==> config.mk <==
export PLATFORM = sky130hd
export DESIGN_NAME = period_wave_gen
export DESIGN_NICKNAME = d
export VERILOG_FILES = /design/src/rtl/period_wave_pkg.sv /design/src/rtl/event_counter.sv /design/src/rtl/period_wave_gen.sv
export SDC_FILE = /design/constraint.sdc
export NUM_CORES = 1
export LEC_CHECK = 0
export ABC_AREA = 1
export CAP_MARGIN = 20
export CELL_PAD_IN_SITES_DETAIL_PLACEMENT = 1
export CELL_PAD_IN_SITES_GLOBAL_PLACEMENT = 1
export CORE_ASPECT_RATIO = 0.9
export CORE_MARGIN = 10
export CORE_UTILIZATION = 40
export CTS_BUF_LIST = sky130_fd_sc_hd__clkbuf_16
export DETAILED_ROUTE_END_ITERATION = 8
export MAX_ROUTING_LAYER = met4
export PLACE_DENSITY_LB_ADDON = 0.1
export SYNTH_ARGS = -nofsm -noshare
export SYNTH_HDL_FRONTEND = slang
export SYNTH_SLANG_ARGS = --single-unit
==> constraint.sdc <==
create_clock -name clk_clk -period 3.5 [get_ports clk_clk]
set_clock_uncertainty 0.15 [all_clocks]
set_input_delay 0.7 -clock clk_clk [delete_from_list [all_inputs] [get_ports clk_clk]]
set_output_delay 0.7 -clock clk_clk [all_outputs]
set_load 0.005 [all_outputs]
==> src/rtl/period_wave_pkg.sv <==
// Shared types and default constants for the period-driven square-wave generator.
package period_wave_pkg;

  typedef enum logic [0:0] {
    IDLE = 1'b0,
    RUN  = 1'b1
  } state_e;

  localparam int unsigned PERIOD_W       = 28;
  localparam int unsigned MIN_PERIOD_DEF = 2;
  localparam int unsigned TICK_CNT_W_DEF = 16;

endpackage

==> src/rtl/event_counter.sv <==
// Wrapping up-counter with synchronous clear and increment; clear has priority.
module event_counter #(
  parameter int unsigned W = 16
) (
  input  logic         clk,
  input  logic         rst,
  input  logic         clr,
  input  logic         inc,
  output logic [W-1:0] count
);

  localparam logic [W-1:0] One = W'(1);

  logic [W-1:0] count_q;

  always_ff @(posedge clk) begin
    if (rst || clr) begin
      count_q <= '0;
    end else if (inc) begin
      count_q <= count_q + One;
    end
  end

  assign count = count_q;

endmodule

==> src/rtl/period_wave_gen.sv <==
// Square-wave generator driven by a period word; period and stop changes apply only at
// period boundaries so the output never has a runt half-cycle.
module period_wave_gen
  import period_wave_pkg::*;
#(
  parameter int unsigned WIDTH      = PERIOD_W,
  parameter int unsigned MIN_PERIOD = MIN_PERIOD_DEF,
  parameter int unsigned TICK_CNT_W = TICK_CNT_W_DEF
) (
  input  logic                  clk_clk,
  input  logic                  reset_reset,
  input  logic [WIDTH-1:0]      period_in,
  input  logic                  enable,
  input  logic                  tick_clr,
  output logic                  wave_out,
  output logic                  tick_out,
  output logic [TICK_CNT_W-1:0] tick_count,
  output logic                  busy,
  output logic [WIDTH-1:0]      period_active
);

  localparam logic [WIDTH-1:0] MinP   = WIDTH'(MIN_PERIOD);
  localparam logic [WIDTH-1:0] CntOne = WIDTH'(1);

  state_e           state_q, state_d;
  logic [WIDTH-1:0] cnt_q, cnt_d;
  logic [WIDTH-1:0] period_req_q;
  logic [WIDTH-1:0] period_active_q, period_active_d;
  logic             wave_q, wave_d;
  logic             req_ok;
  logic             tick;

  assign req_ok = enable && (period_req_q >= MinP);
  assign tick   = (state_q == RUN) && (cnt_q == '0);

  always_comb begin
    state_d         = state_q;
    cnt_d           = cnt_q;
    period_active_d = period_active_q;
    unique case (state_q)
      IDLE: begin
        cnt_d = '0;
        if (req_ok) begin
          state_d         = RUN;
          period_active_d = period_req_q;
          cnt_d           = period_req_q - CntOne;
        end
      end
      RUN: begin
        if (cnt_q == '0) begin
          if (req_ok) begin
            period_active_d = period_req_q;
            cnt_d           = period_req_q - CntOne;
          end else begin
            state_d = IDLE;
            cnt_d   = '0;
          end
        end else begin
          cnt_d = cnt_q - CntOne;
        end
      end
      default: begin
        state_d = IDLE;
        cnt_d   = '0;
      end
    endcase
    // Decoded from next-state so the registered wave lines up with cnt in every cycle.
    wave_d = (state_d == RUN) && (cnt_d >= (period_active_d >> 1));
  end

  always_ff @(posedge clk_clk) begin
    if (reset_reset) begin
      state_q         <= IDLE;
      cnt_q           <= '0;
      period_req_q    <= '0;
      period_active_q <= '0;
      wave_q          <= 1'b0;
    end else begin
      state_q         <= state_d;
      cnt_q           <= cnt_d;
      period_req_q    <= period_in;
      period_active_q <= period_active_d;
      wave_q          <= wave_d;
    end
  end

  event_counter #(
    .W (TICK_CNT_W)
  ) u_tick_counter (
    .clk   (clk_clk),
    .rst   (reset_reset),
    .clr   (tick_clr),
    .inc   (tick),
    .count (tick_count)
  );

  assign wave_out      = wave_q;
  assign tick_out      = tick;
  assign busy          = (state_q == RUN);
  assign period_active = period_active_q;

endmodule

==> key figures, run 1 <==
Finish
  – Final Net Count: 1018
  – Fin cells: 1153
  – FILL cells: 1823
  – Inserted Diodes: 0
  – Utilization after layout: 53.4%
  – Share of layout cells above drive strength 1: 13.6%
  – Final Instance Area: 7510 sq um
  – Area Growth Syn to Fin: 30.2%

Setup path
  – CP max FO: 6
  – CP arrival: 3.45 ns
  – Worst setup SP type: flip-flop
  – Crit path max-delay cell type: dfxtp_2
  – WP data required: 3.60 ns
  – CP endpoint kind: flip-flop
  – Crit-path max cell delay: 0.33 ns
  – CP most frequent cell: nand2_1
  – CP Class: flip-flop to flip-flop

Global routing
  – Global-route wire length before repair: 31000 um
  – Largest net degree at the start of global routing: 63
  – Vias in the first global route: 6018
  – GRT Overall Usage: 19.9%
  – Global route overflow: 0
  – Antenna violations before repair: 0

Drt
  – Initial DRC count: 271
  – Post-route DRC: 0
  – Post-DR wirelength/cell: 16.7 um
  – DRT antenna net count: 0
  – Routed WL: 19200 um
  – Via Count: 5723
  – DR vias/cell: 4.96
  – DR pass1 iterations: 4

Timing
  – FMAX: 0.299 GHz
  – Setup-failing EPs final: 0
  – Actual slew at the worst max-slew pin: 0.663 ns
  – Max-slew headroom: 55.8%
  – Final setup TNS: 0 ns
  – Final hold vios: 0
  – Final period utilization: 95.6%
  – Fin Hold WS: 0.353 ns
  – Min Tclk post-route: 3.35 ns
  – Fin. max-slew vios: 0
  – RSZ-0062 raised after global routing: yes

Synth
  – Synth area leader: dfxtp_1
  – Most frequent cell after synthesis: nand2_1
  – Compound-gate portion of the synthesized area: 9.79%
  – Top cell type's share of synthesized area: 35.4%
  – Sequential area share after synthesis: 35.4%
  – Synth Area in XOR/XNOR: 5.16%
  – Synth Cell Area: 5770 sq um
  – Post-synth EDFFs: 0
  – Simple-gate portion of the synthesized area: 32.4%
  – Post-synthesis cell count: 835
  – Post-synthesis mux area share: 1.39%
  – Ranking of synthesized cells by area: dfxtp_1 35%, nand2_1 12%, nor2_1 8.9%
  – Number of warnings issued by yosys: 0
  – Mapped Avg Cell Area: 6.90 sq um
  – Largest family of logic cells by synthesized area: simple AND/OR/NAND/NOR gates
  – Synth Area in Adders: 6.73%
  – Synth cell types: 41
  – Asr flop ratio synth: 0%
  – Yosys reg bits: 102
  – Commonest register cell after synthesis: dfxtp_1
  – Post-Syn Nets: 898
  – Most frequent cells after synthesis: 182 x nand2_1, 137 x nor2_1, 110 x inv_1

Power and ir drop
  – PwrDens: 473 nW/um^2
  – VDD IR-drop max: 0.000248 V
  – P_leak: 3.44 nW

Floorplanning
  – FP Rows: 41
  – Die ar.: 19600 sq um
  – Initial core utilization: 41.0%
  – Die Ht: 134 um
  – DIE WIDTH: 147 um
  – Core region area: 14100 sq um
  – Boundary pin count: 79

Place
  – Hpwl dp: 15200 um
  – GP Congestion: 0.922
  – Placed Area: 7000 sq um
  – Port Buffers: 78
  – Cell count after placement: 1129

Clock tree
  – Clk sink count: 102
  – Hold-fix buffers, CTS: 0
  – Clock latency on the worst-skew pair: 0.36 ns
  – CTS tree: done
  – H-tree depth: 3
  – Num CTS Buffers: 9
  – Bufs on Longest Clock Path: 2
  – Reg clk slew, reported paths: 0.07 ns
  – Root Buffer: clkbuf_16

Hold path
  – Hold WC Path Type: flip-flop to flip-flop

Run
  – # Max-Cap Violations: 0

Outcome
  – Outcome: finished clean
-- through the flow --
step / total power, mW / worst slack, ns
global route: 3.79 / -0.172
finish: 3.55 / 0.152
detailed placement: 2.48 / -0.118
CTS: 3.48 / 0.00593
floorplan: 2.06 / 0.618
global placement: 2.44 / -0.0234
-- registers in the layout, indices dropped and copies added (netlist names) --
register and cells:
cnt_q 28, period_active 28, period_req_q 28, u_tick_counter.count 16, busy 1, wave_out 1
-- worst max-delay path: cells and delay by family, from the launching register on --
kind / cells / cell delay [ns]
adder cells (fa/ha/maj): 2 / 0.52
flip-flops: 1 / 0.33
AND/OR/NAND/NOR: 17 / 1.43
AO/OA/AOI/OAI: 3 / 0.47
buffers and inverters: 3 / 0.34
-- metal layers --
| layer | track usage [%] | vias to the layer above | routed length [um] |
|---|---|---|---|
| met5 | - | - | 0 |
| met4 | 5.50 | 0 | 422 |
| met3 | 4.03 | 29 | 693 |
| met2 | 30.7 | 98 | 8700 |
| met1 | 25.9 | 2693 | 9380 |
| li1 | - | 2903 | - |
-- logic make-up after synthesis --
| kind of cell | count (synthesis) |
|---|---|
| AO/OA/AOI/OAI | 106 |
| multiplexers | 8 |
| XOR/XNOR | 34 |
| adder cells (fa/ha/maj) | 31 |
| AND/OR/NAND/NOR | 422 |
| flip-flops | 102 |
| buffers and inverters | 132 |
-- timing repair --
action                     4_1_cts  5_1_grt
setup endpoints to repair        2        2
gates resized for setup          3       48
pin swaps                        1       19
gates cloned                     0        1
setup buffers                    2        5
-- report_power, final --
| group | leakage, nW | switching [mW] | internal, mW |
|---|---|---|---|
| registers | 0.839 | 0.0748 | 1.24 |
| logic | 2.46 | 0.725 | 0.519 |
| clock network | 0.134 | 0.495 | 0.493 |
| total | 3.44 | 1.29 | 2.26 |
-- cell type report --
| cell class | count | area [sq um] | share of cell area (%) |
|---|---|---|---|
| Clock inverter | 7 | 57.6 | 0.767 |
| Clock buffer | 9 | 225 | 3.00 |
| Timing Repair Buffer | 127 | 1160 | 15.5 |
| Tap cell | 193 | 241 | 3.22 |
| Multi-Input combinational cell | 602 | 3350 | 44.7 |
| Inverter | 113 | 424 | 5.65 |
| Sequential cell | 102 | 2040 | 27.2 |
-- cells in the final DEF, fill, tap and decap left out, types with 3 or more instances in the layout --
cell / synthesis / routed
buf_4: 3 / 46
or2_2: 4 / 3
nor3_1: 25 / 23
nand2_2: 1 / 7
nand2_1: 182 / 176
inv_2: 3 / 3
o21ai_2: 0 / 8
o21ai_0: 34 / 25
nand3_1: 26 / 26
nand3_2: 4 / 4
a21oi_1: 52 / 49
mux2i_2: 0 / 3
nand4_1: 10 / 10
nor4_1: 7 / 6
dfxtp_1: 102 / 100
xor2_1: 25 / 25
nor2_2: 9 / 11
nor2_1: 137 / 133
xnor2_1: 9 / 9
clkbuf_16: 0 / 9
mux2i_1: 8 / 4
ha_1: 31 / 30
nor2_4: 5 / 8
inv_1: 110 / 110
o21ai_1: 8 / 9
clkdlybuf4s50_1: 0 / 76
a211oi_1: 4 / 4
a21oi_2: 0 / 3
-- worst paths after layout --
path / start / slack [ns] / to / cells after the start
worst min-delay path: period_active[0] / 0.35 / period_active[0] / 2
worst min register to register: period_active[0] / 0.35 / period_active[0] / 2
worst max-delay path: period_req_q[0] / 0.15 / wave_out / 25
worst max register to register: period_req_q[0] / 0.15 / wave_out / 25
Note: power is estimated with default switching activity, not from simulation.
==> run 2, diff against run 1 <==
--- a/config.mk
+++ b/config.mk
@@ -6,12 +6,12 @@
 export NUM_CORES = 1
 export LEC_CHECK = 0
 export ABC_AREA = 1
-export CAP_MARGIN = 20
+export CAP_MARGIN = 5
 export CELL_PAD_IN_SITES_DETAIL_PLACEMENT = 1
 export CELL_PAD_IN_SITES_GLOBAL_PLACEMENT = 1
 export CORE_ASPECT_RATIO = 0.9
 export CORE_MARGIN = 10
-export CORE_UTILIZATION = 40
+export CORE_UTILIZATION = 30
 export CTS_BUF_LIST = sky130_fd_sc_hd__clkbuf_16
 export DETAILED_ROUTE_END_ITERATION = 8
 export MAX_ROUTING_LAYER = met4
==> key figures, run 2 (synthesis gave the netlist of run 1 again) <==
Outcome
  – Outcome: finished clean (unchanged)

Power and ir drop
  – Sw power: 1.24 mW (was 1.29 mW)
  – Part of the power in combinational logic: 33.5% (was 35.0%)
  – Sw Ratio: 35.2% (was 36.5%)
  – P_leak: 3.39 nW (was 3.44 nW)
  – Internal: 2.29 mW (was 2.26 mW)
  – Clock power share: 29.2% (was 27.8%)
  – VDD IR-drop max: 0.000211 V (was 0.000248 V)
  – Design Power: 3.53 mW (was 3.55 mW)
  – Sequential power share: 37.3% (was 37.1%)
  – PwrDens: 472 nW/um^2 (was 473 nW/um^2)

Drt
  – Post-route DRC: 0 (unchanged)
  – Via Count: 5519 (was 5723)
  – Initial DRC count: 235 (was 271)
  – Post-DR wirelength/cell: 15.9 um (was 16.7 um)
  – DR pass1 iterations: 4 (unchanged)
  – Routed WL: 19000 um (was 19200 um)
  – DRT antenna net count: 0 (unchanged)
  – DR vias/cell: 4.60 (was 4.96)

Clock tree
  – CTS tree: done (unchanged)
  – Bufs on Longest Clock Path: 2 (unchanged)
  – Reg clk slew, reported paths: 0.07 ns (about the same)
  – Num CTS Buffers: 9 (unchanged)
  – Hold-fix buffers, CTS: 0 (unchanged)
  – Clk sink count: 102 (unchanged)
  – H-tree depth: 3 (unchanged)
  – Root Buffer: clkbuf_16 (unchanged)
  – Clock latency on the worst-skew pair: 0.35 ns (was 0.36 ns)

Floorplanning
  – Initial core utilization: 30.3% (was 41.0%)
  – Core region area: 19000 sq um (was 14100 sq um)
  – Die Ht: 152 um (was 134 um)
  – Die ar.: 25200 sq um (was 19600 sq um)
  – FP Rows: 48 (was 41)
  – Boundary pin count: 79 (unchanged)
  – DIE WIDTH: 166 um (was 147 um)

Hold path
  – Hold WC Path Type: flip-flop to flip-flop (unchanged)

Place
  – Port Buffers: 78 (unchanged)
  – Placed Area: 7000 sq um (about the same)
  – Hpwl dp: 15400 um (was 15200 um)
  – Cell count after placement: 1175 (was 1129)
  – GP Congestion: 0.850 (was 0.922)

Setup path
  – Crit path max-delay cell type: dfxtp_1 (was dfxtp_2)
  – CP most frequent cell: nand2_1 (unchanged)
  – CP max FO: 15 (was 6)
  – WP data required: 3.60 ns (about the same)
  – CP arrival: 3.40 ns (was 3.45 ns)
  – CP Class: flip-flop to flip-flop (unchanged)
  – Delay-heaviest family, CP: simple AND/OR/NAND/NOR gates (unchanged)
  – Worst Path Buf+Inv: 5 (was 3)
  – Worst setup SP type: flip-flop (unchanged)
  – CP endpoint kind: flip-flop (unchanged)
  – Crit-path max cell delay: 0.33 ns (about the same)

Global routing
  – Global-route wire length before repair: 31100 um (was 31000 um)
  – Vias in the first global route: 5831 (was 6018)
  – Largest net degree at the start of global routing: 86 (was 63)
  – Global route overflow: 0 (unchanged)
  – Antenna violations before repair: 0 (unchanged)
  – GRT Overall Usage: 15.6% (was 19.9%)

Finish
  – Most common cell after layout, fill and taps aside: nand2_1 (unchanged)
  – Share of layout cells above drive strength 1: 10.5% (was 13.6%)
  – Final Instance Area: 7470 sq um (was 7510 sq um)
  – Inserted Diodes: 0 (unchanged)
  – Most frequent cells in the layout: 182 x nand2_1, 133 x nor2_1, 109 x inv_1 (was 176 x nand2_1, 133 x nor2_1, 110 x inv_1)
  – Area Growth Syn to Fin: 29.6% (was 30.2%)
  – Fin cells: 1199 (was 1153)
  – Final Net Count: 1007 (was 1018)
  – FILL cells: 2386 (was 1823)

Timing
  – Fin. max-slew vios: 0 (unchanged)
  – Final period utilization: 94.4% (was 95.6%)
  – RSZ-0062 raised after global routing: yes (unchanged)
  – Min Tclk post-route: 3.30 ns (was 3.35 ns)
  – FMAX: 0.303 GHz (was 0.299 GHz)
  – Max-slew headroom: 39.6% (was 55.8%)
  – Setup-failing EPs final: 0 (unchanged)
  – Final hold vios: 0 (unchanged)
  – Actual slew at the worst max-slew pin: 0.907 ns (was 0.663 ns)
  – Fin Hold WS: 0.353 ns (about the same)

Run
  – # Max-Cap Violations: 0 (unchanged)
## run 2: cell count changes in the layout (fill, tap and decap cells not counted), sizes merged
cell and delta:
buf -12, clkbuf +1, bufinv +1, clkinvlp +1, inv -2
## run 2: path summary, 6_finish.rpt
path	from	to	slack (ns)	depth (start not counted)
max	cnt_q[0]	wave_out	0.20	28
min	u_tick_counter.count[15]	u_tick_counter.count[15]	0.35	2
max reg2reg	cnt_q[0]	wave_out	0.20	28
min reg2reg	u_tick_counter.count[15]	u_tick_counter.count[15]	0.35	2
## run 2: through the flow
step | worst slack (ns) | TNS, ns | util, %
6_report | 0.198 | 0 | 39.3
5_1_grt | -0.0848 | -0.0848 | 39.3
4_1_cts | 0.0322 | 0 | 38.4
3_5_place_dp | -0.0234 | -0.0234 | 36.8
3_3_place_gp | 0.0225 | 0 | 36.8
2_1_floorplan | 0.618 | 0 | -
## run 2: layout make-up
type | count | area [sq um] | area share, %
Multi-Input combinational cell | 602 | 3280 | 43.9
Sequential cell | 102 | 2040 | 27.3
Timing Repair Buffer | 116 | 1110 | 14.9
Inverter | 113 | 428 | 5.73
Tap cell | 250 | 313 | 4.19
Clock buffer | 9 | 225 | 3.01
Clock inverter | 7 | 71.3 | 0.954
## run 2: worst min-delay path: stages (launching register included)
cell     delay (ns)
dfxtp_1        0.33
nand2_1        0.07
a21oi_1        0.06
## run 2: timing repair
item	in CTS	in global routing
setup buffers	1	5
cloned	0	2
resized for setup	2	29
endpoints found under the hold margin	0	0
endpoints found under the setup margin	1	2
pin swaps	1	12
## run 2: routing by layer
layer | part of all wire (%) | vias to the layer above | track usage (%)
li1 | - | 2863 | -
met1 | 51 | 2565 | 20.6
met2 | 45 | 73 | 24.3
met3 | 2.9 | 18 | 2.73
met4 | 1.4 | 0 | 3.89
met5 | 0 | - | -
## run 2: power by group through the flow
stage	Combinational, mW	Sequential (mW)	Clock, mW
5_1_grt	1.35	1.33	1.12
3_3_place_gp	1.10	1.34	0
2_1_floorplan	0.732	1.33	0
3_5_place_dp	1.12	1.34	0
4_1_cts	1.14	1.32	1.07
6_report	1.18	1.32	1.03
==> run 3, diff against run 2 <==
--- a/config.mk
+++ b/config.mk
@@ -16,6 +16,7 @@
 export DETAILED_ROUTE_END_ITERATION = 8
 export MAX_ROUTING_LAYER = met4
 export PLACE_DENSITY_LB_ADDON = 0.1
+export SKIP_CTS_REPAIR_TIMING = 1
 export SYNTH_ARGS = -nofsm -noshare
 export SYNTH_HDL_FRONTEND = slang
 export SYNTH_SLANG_ARGS = --single-unit
==> key figures, run 3 (synthesis gave the netlist of run 1 again) <==
Finish
  – Final Net Count: 1008 (was 1007)
  – FILL cells: 2394 (was 2386)
  – Most common cell after layout, fill and taps aside: nand2_1 (unchanged)
  – Area Growth Syn to Fin: 29.3% (was 29.6%)
  – Inserted Diodes: 0 (unchanged)
  – Most frequent cells in the layout: 182 x nand2_1, 134 x nor2_1, 109 x inv_1 (was 182 x nand2_1, 133 x nor2_1, 109 x inv_1)
  – Share of layout cells above drive strength 1: 10.2% (was 10.5%)
  – Utilization after layout: 39.2% (was 39.3%)

Power and ir drop
  – Design Power: 3.53 mW (about the same)
  – VDD IR-drop max: 0.000212 V (was 0.000211 V)
  – Sw power: 1.24 mW (about the same)
  – Clock power share: 29.3% (was 29.2%)
  – Sw Ratio: 35.2% (about the same)
  – Sequential power share: 37.3% (about the same)
  – Internal: 2.29 mW (about the same)
  – P_leak: 3.39 nW (about the same)
  – PwrDens: 473 nW/um^2 (was 472 nW/um^2)
  – Part of the power in combinational logic: 33.4% (was 33.5%)

Setup path
  – CP max FO: 11 (was 15)
  – Flop2flop setup slack: 0.12 ns (was 0.20 ns)
  – FF-to-FF End: wave_out (unchanged)
  – WP data required: 3.59 ns (was 3.60 ns)
  – CP endpoint kind: flip-flop (unchanged)
  – Worst setup SP type: flip-flop (unchanged)
  – CP Class: flip-flop to flip-flop (unchanged)
  – Reg2Reg Depth: 22 (was 28)
  – CP arrival: 3.48 ns (was 3.40 ns)
  – R2R Path Start: period_req_q[11] (was cnt_q[0])

Timing
  – Max-slew headroom: 39.3% (was 39.6%)
  – Setup-failing EPs final: 0 (unchanged)
  – FMAX: 0.296 GHz (was 0.303 GHz)
  – Fin. max-slew vios: 0 (unchanged)
  – Actual slew at the worst max-slew pin: 0.910 ns (was 0.907 ns)
  – Final worst setup slack: 0.118 ns (was 0.198 ns)
  – Final hold vios: 0 (unchanged)
  – Min Tclk post-route: 3.38 ns (was 3.30 ns)
  – RSZ-0062 raised after global routing: yes (unchanged)
  – Final period utilization: 96.6% (was 94.4%)
  – Final setup TNS: 0 ns (unchanged)

Floorplanning
  – Boundary pin count: 79 (unchanged)
  – Die ar.: 25200 sq um (unchanged)
  – FP Rows: 48 (unchanged)
  – Core region area: 19000 sq um (unchanged)
  – DIE WIDTH: 166 um (unchanged)
  – Initial core utilization: 30.3% (unchanged)
  – Die Ht: 152 um (unchanged)

Run
  – # Max-Cap Violations: 0 (unchanged)

Clock tree
  – Root Buffer: clkbuf_16 (unchanged)
  – Clk sink count: 102 (unchanged)
  – H-tree depth: 3 (unchanged)
  – CTS tree: done (unchanged)
  – Bufs on Longest Clock Path: 2 (unchanged)
  – Reg clk slew, reported paths: 0.07 ns (about the same)
  – Clock latency on the worst-skew pair: 0.35 ns (about the same)
  – Num CTS Buffers: 9 (unchanged)

Drt
  – Post-DR wirelength/cell: 15.8 um (was 15.9 um)
  – Initial DRC count: 252 (was 235)
  – Via Count: 5537 (was 5519)
  – DR vias/cell: 4.61 (was 4.60)
  – Routed WL: 19000 um (about the same)
  – Post-route DRC: 0 (unchanged)
  – DR pass1 iterations: 4 (unchanged)
  – DRT antenna net count: 0 (unchanged)

Global routing
  – Vias in the first global route: 5812 (was 5831)
  – Global route overflow: 0 (unchanged)
  – Global-route wire length before repair: 30900 um (was 31100 um)
  – Antenna violations before repair: 0 (unchanged)
  – Largest net degree at the start of global routing: 86 (unchanged)
  – GRT Overall Usage: 15.5% (was 15.6%)

Hold path
  – Hold WC Path Type: flip-flop to flip-flop (unchanged)
  – Worst hold path cell count: 2 (unchanged)
  – Beginning of the worst hold path: u_tick_counter.count[15] (unchanged)
  – WHS Endpoint: u_tick_counter.count[15] (unchanged)

Place
  – Post-placement setup slack: -0.0234 ns (unchanged)
  – Port Buffers: 78 (unchanged)
  – Hpwl dp: 15400 um (unchanged)
  – GP Congestion: 0.850 (unchanged)

Outcome
  – Outcome: finished clean (unchanged)
## run 3: worst max-delay path by stage
stage,from,to,slack (ns),cells after the start
after floorplan,cnt_q[0],wave_out,0.62,26
after global placement,enable,wave_out,0.02,20
after detailed placement,enable,wave_out,-0.02,20
after CTS,cnt_q[1],tick_out,-0.10,10
after global routing,cnt_q[21],wave_out,-0.11,25
final,period_req_q[11],wave_out,0.12,22
## run 3: power groups by stage
stage               clock [mW]  combinational, mW  sequential [mW]
global route              1.12               1.35             1.33
finish                    1.03               1.18             1.31
global placement             0               1.10             1.34
detailed placement           0               1.12             1.34
floorplan                    0              0.732             1.33
CTS                       1.07               1.13             1.32
## run 3: final cells by class
| class | count | area (sq um) | area share (%) |
|---|---|---|---|
| multi-input combinational | 602 | 3270 | 43.8 |
| sequential | 102 | 2040 | 27.4 |
| clock buffer | 9 | 225 | 3.02 |
| inverter | 113 | 428 | 5.74 |
| clock inverter | 7 | 71.3 | 0.957 |
| timing repair buffer | 117 | 1110 | 14.9 |
| tap | 250 | 313 | 4.20 |
## run 3: critical path: stages (launching register included)
cell and delay [ns]:
dfxtp_1 0.33, nor2_1 0.19, nand2_1 0.14, nor2_1 0.25
nand2_1 0.13, o21ai_4 0.29, nor2_4 0.10, clkbuf_16 0.18
o21ai_0 0.21, nand2_1 0.12, ha_1 0.20, a21oi_1 0.17
nor2_1 0.07, nor2_1 0.10, nand2_1 0.10, nand2_1 0.07
nand3_1 0.10, nand2_1 0.08, nand2_1 0.05, nand2_1 0.06
nand2_1 0.04, nand2_1 0.06, a21oi_1 0.05
## run 3: stage by stage
| stage | area, sq um | cells | hold WS (ns) |
|---|---|---|---|
| 5_1_grt | 7460 | 1200 | 0.401 |
| 3_5_place_dp | 7000 | 1175 | 0.348 |
| 6_report | 7460 | 1200 | 0.353 |
| 4_1_cts | 7300 | 1191 | 0.359 |
| 3_3_place_gp | 7000 | 1175 | 0.334 |
| 2_1_floorplan | 5770 | 835 | 0.336 |
## run 3: routing by layer
metal | vias to the layer above | track usage, % | share of wire (%) | wire length [um]
met5 | - | - | 0 | 0
met1 | 2581 | 20.5 | 51 | 9640
met4 | 0 | 3.89 | 1.4 | 263
li1 | 2868 | - | - | -
met2 | 70 | 24.1 | 45 | 8570
met3 | 18 | 2.66 | 2.8 | 533
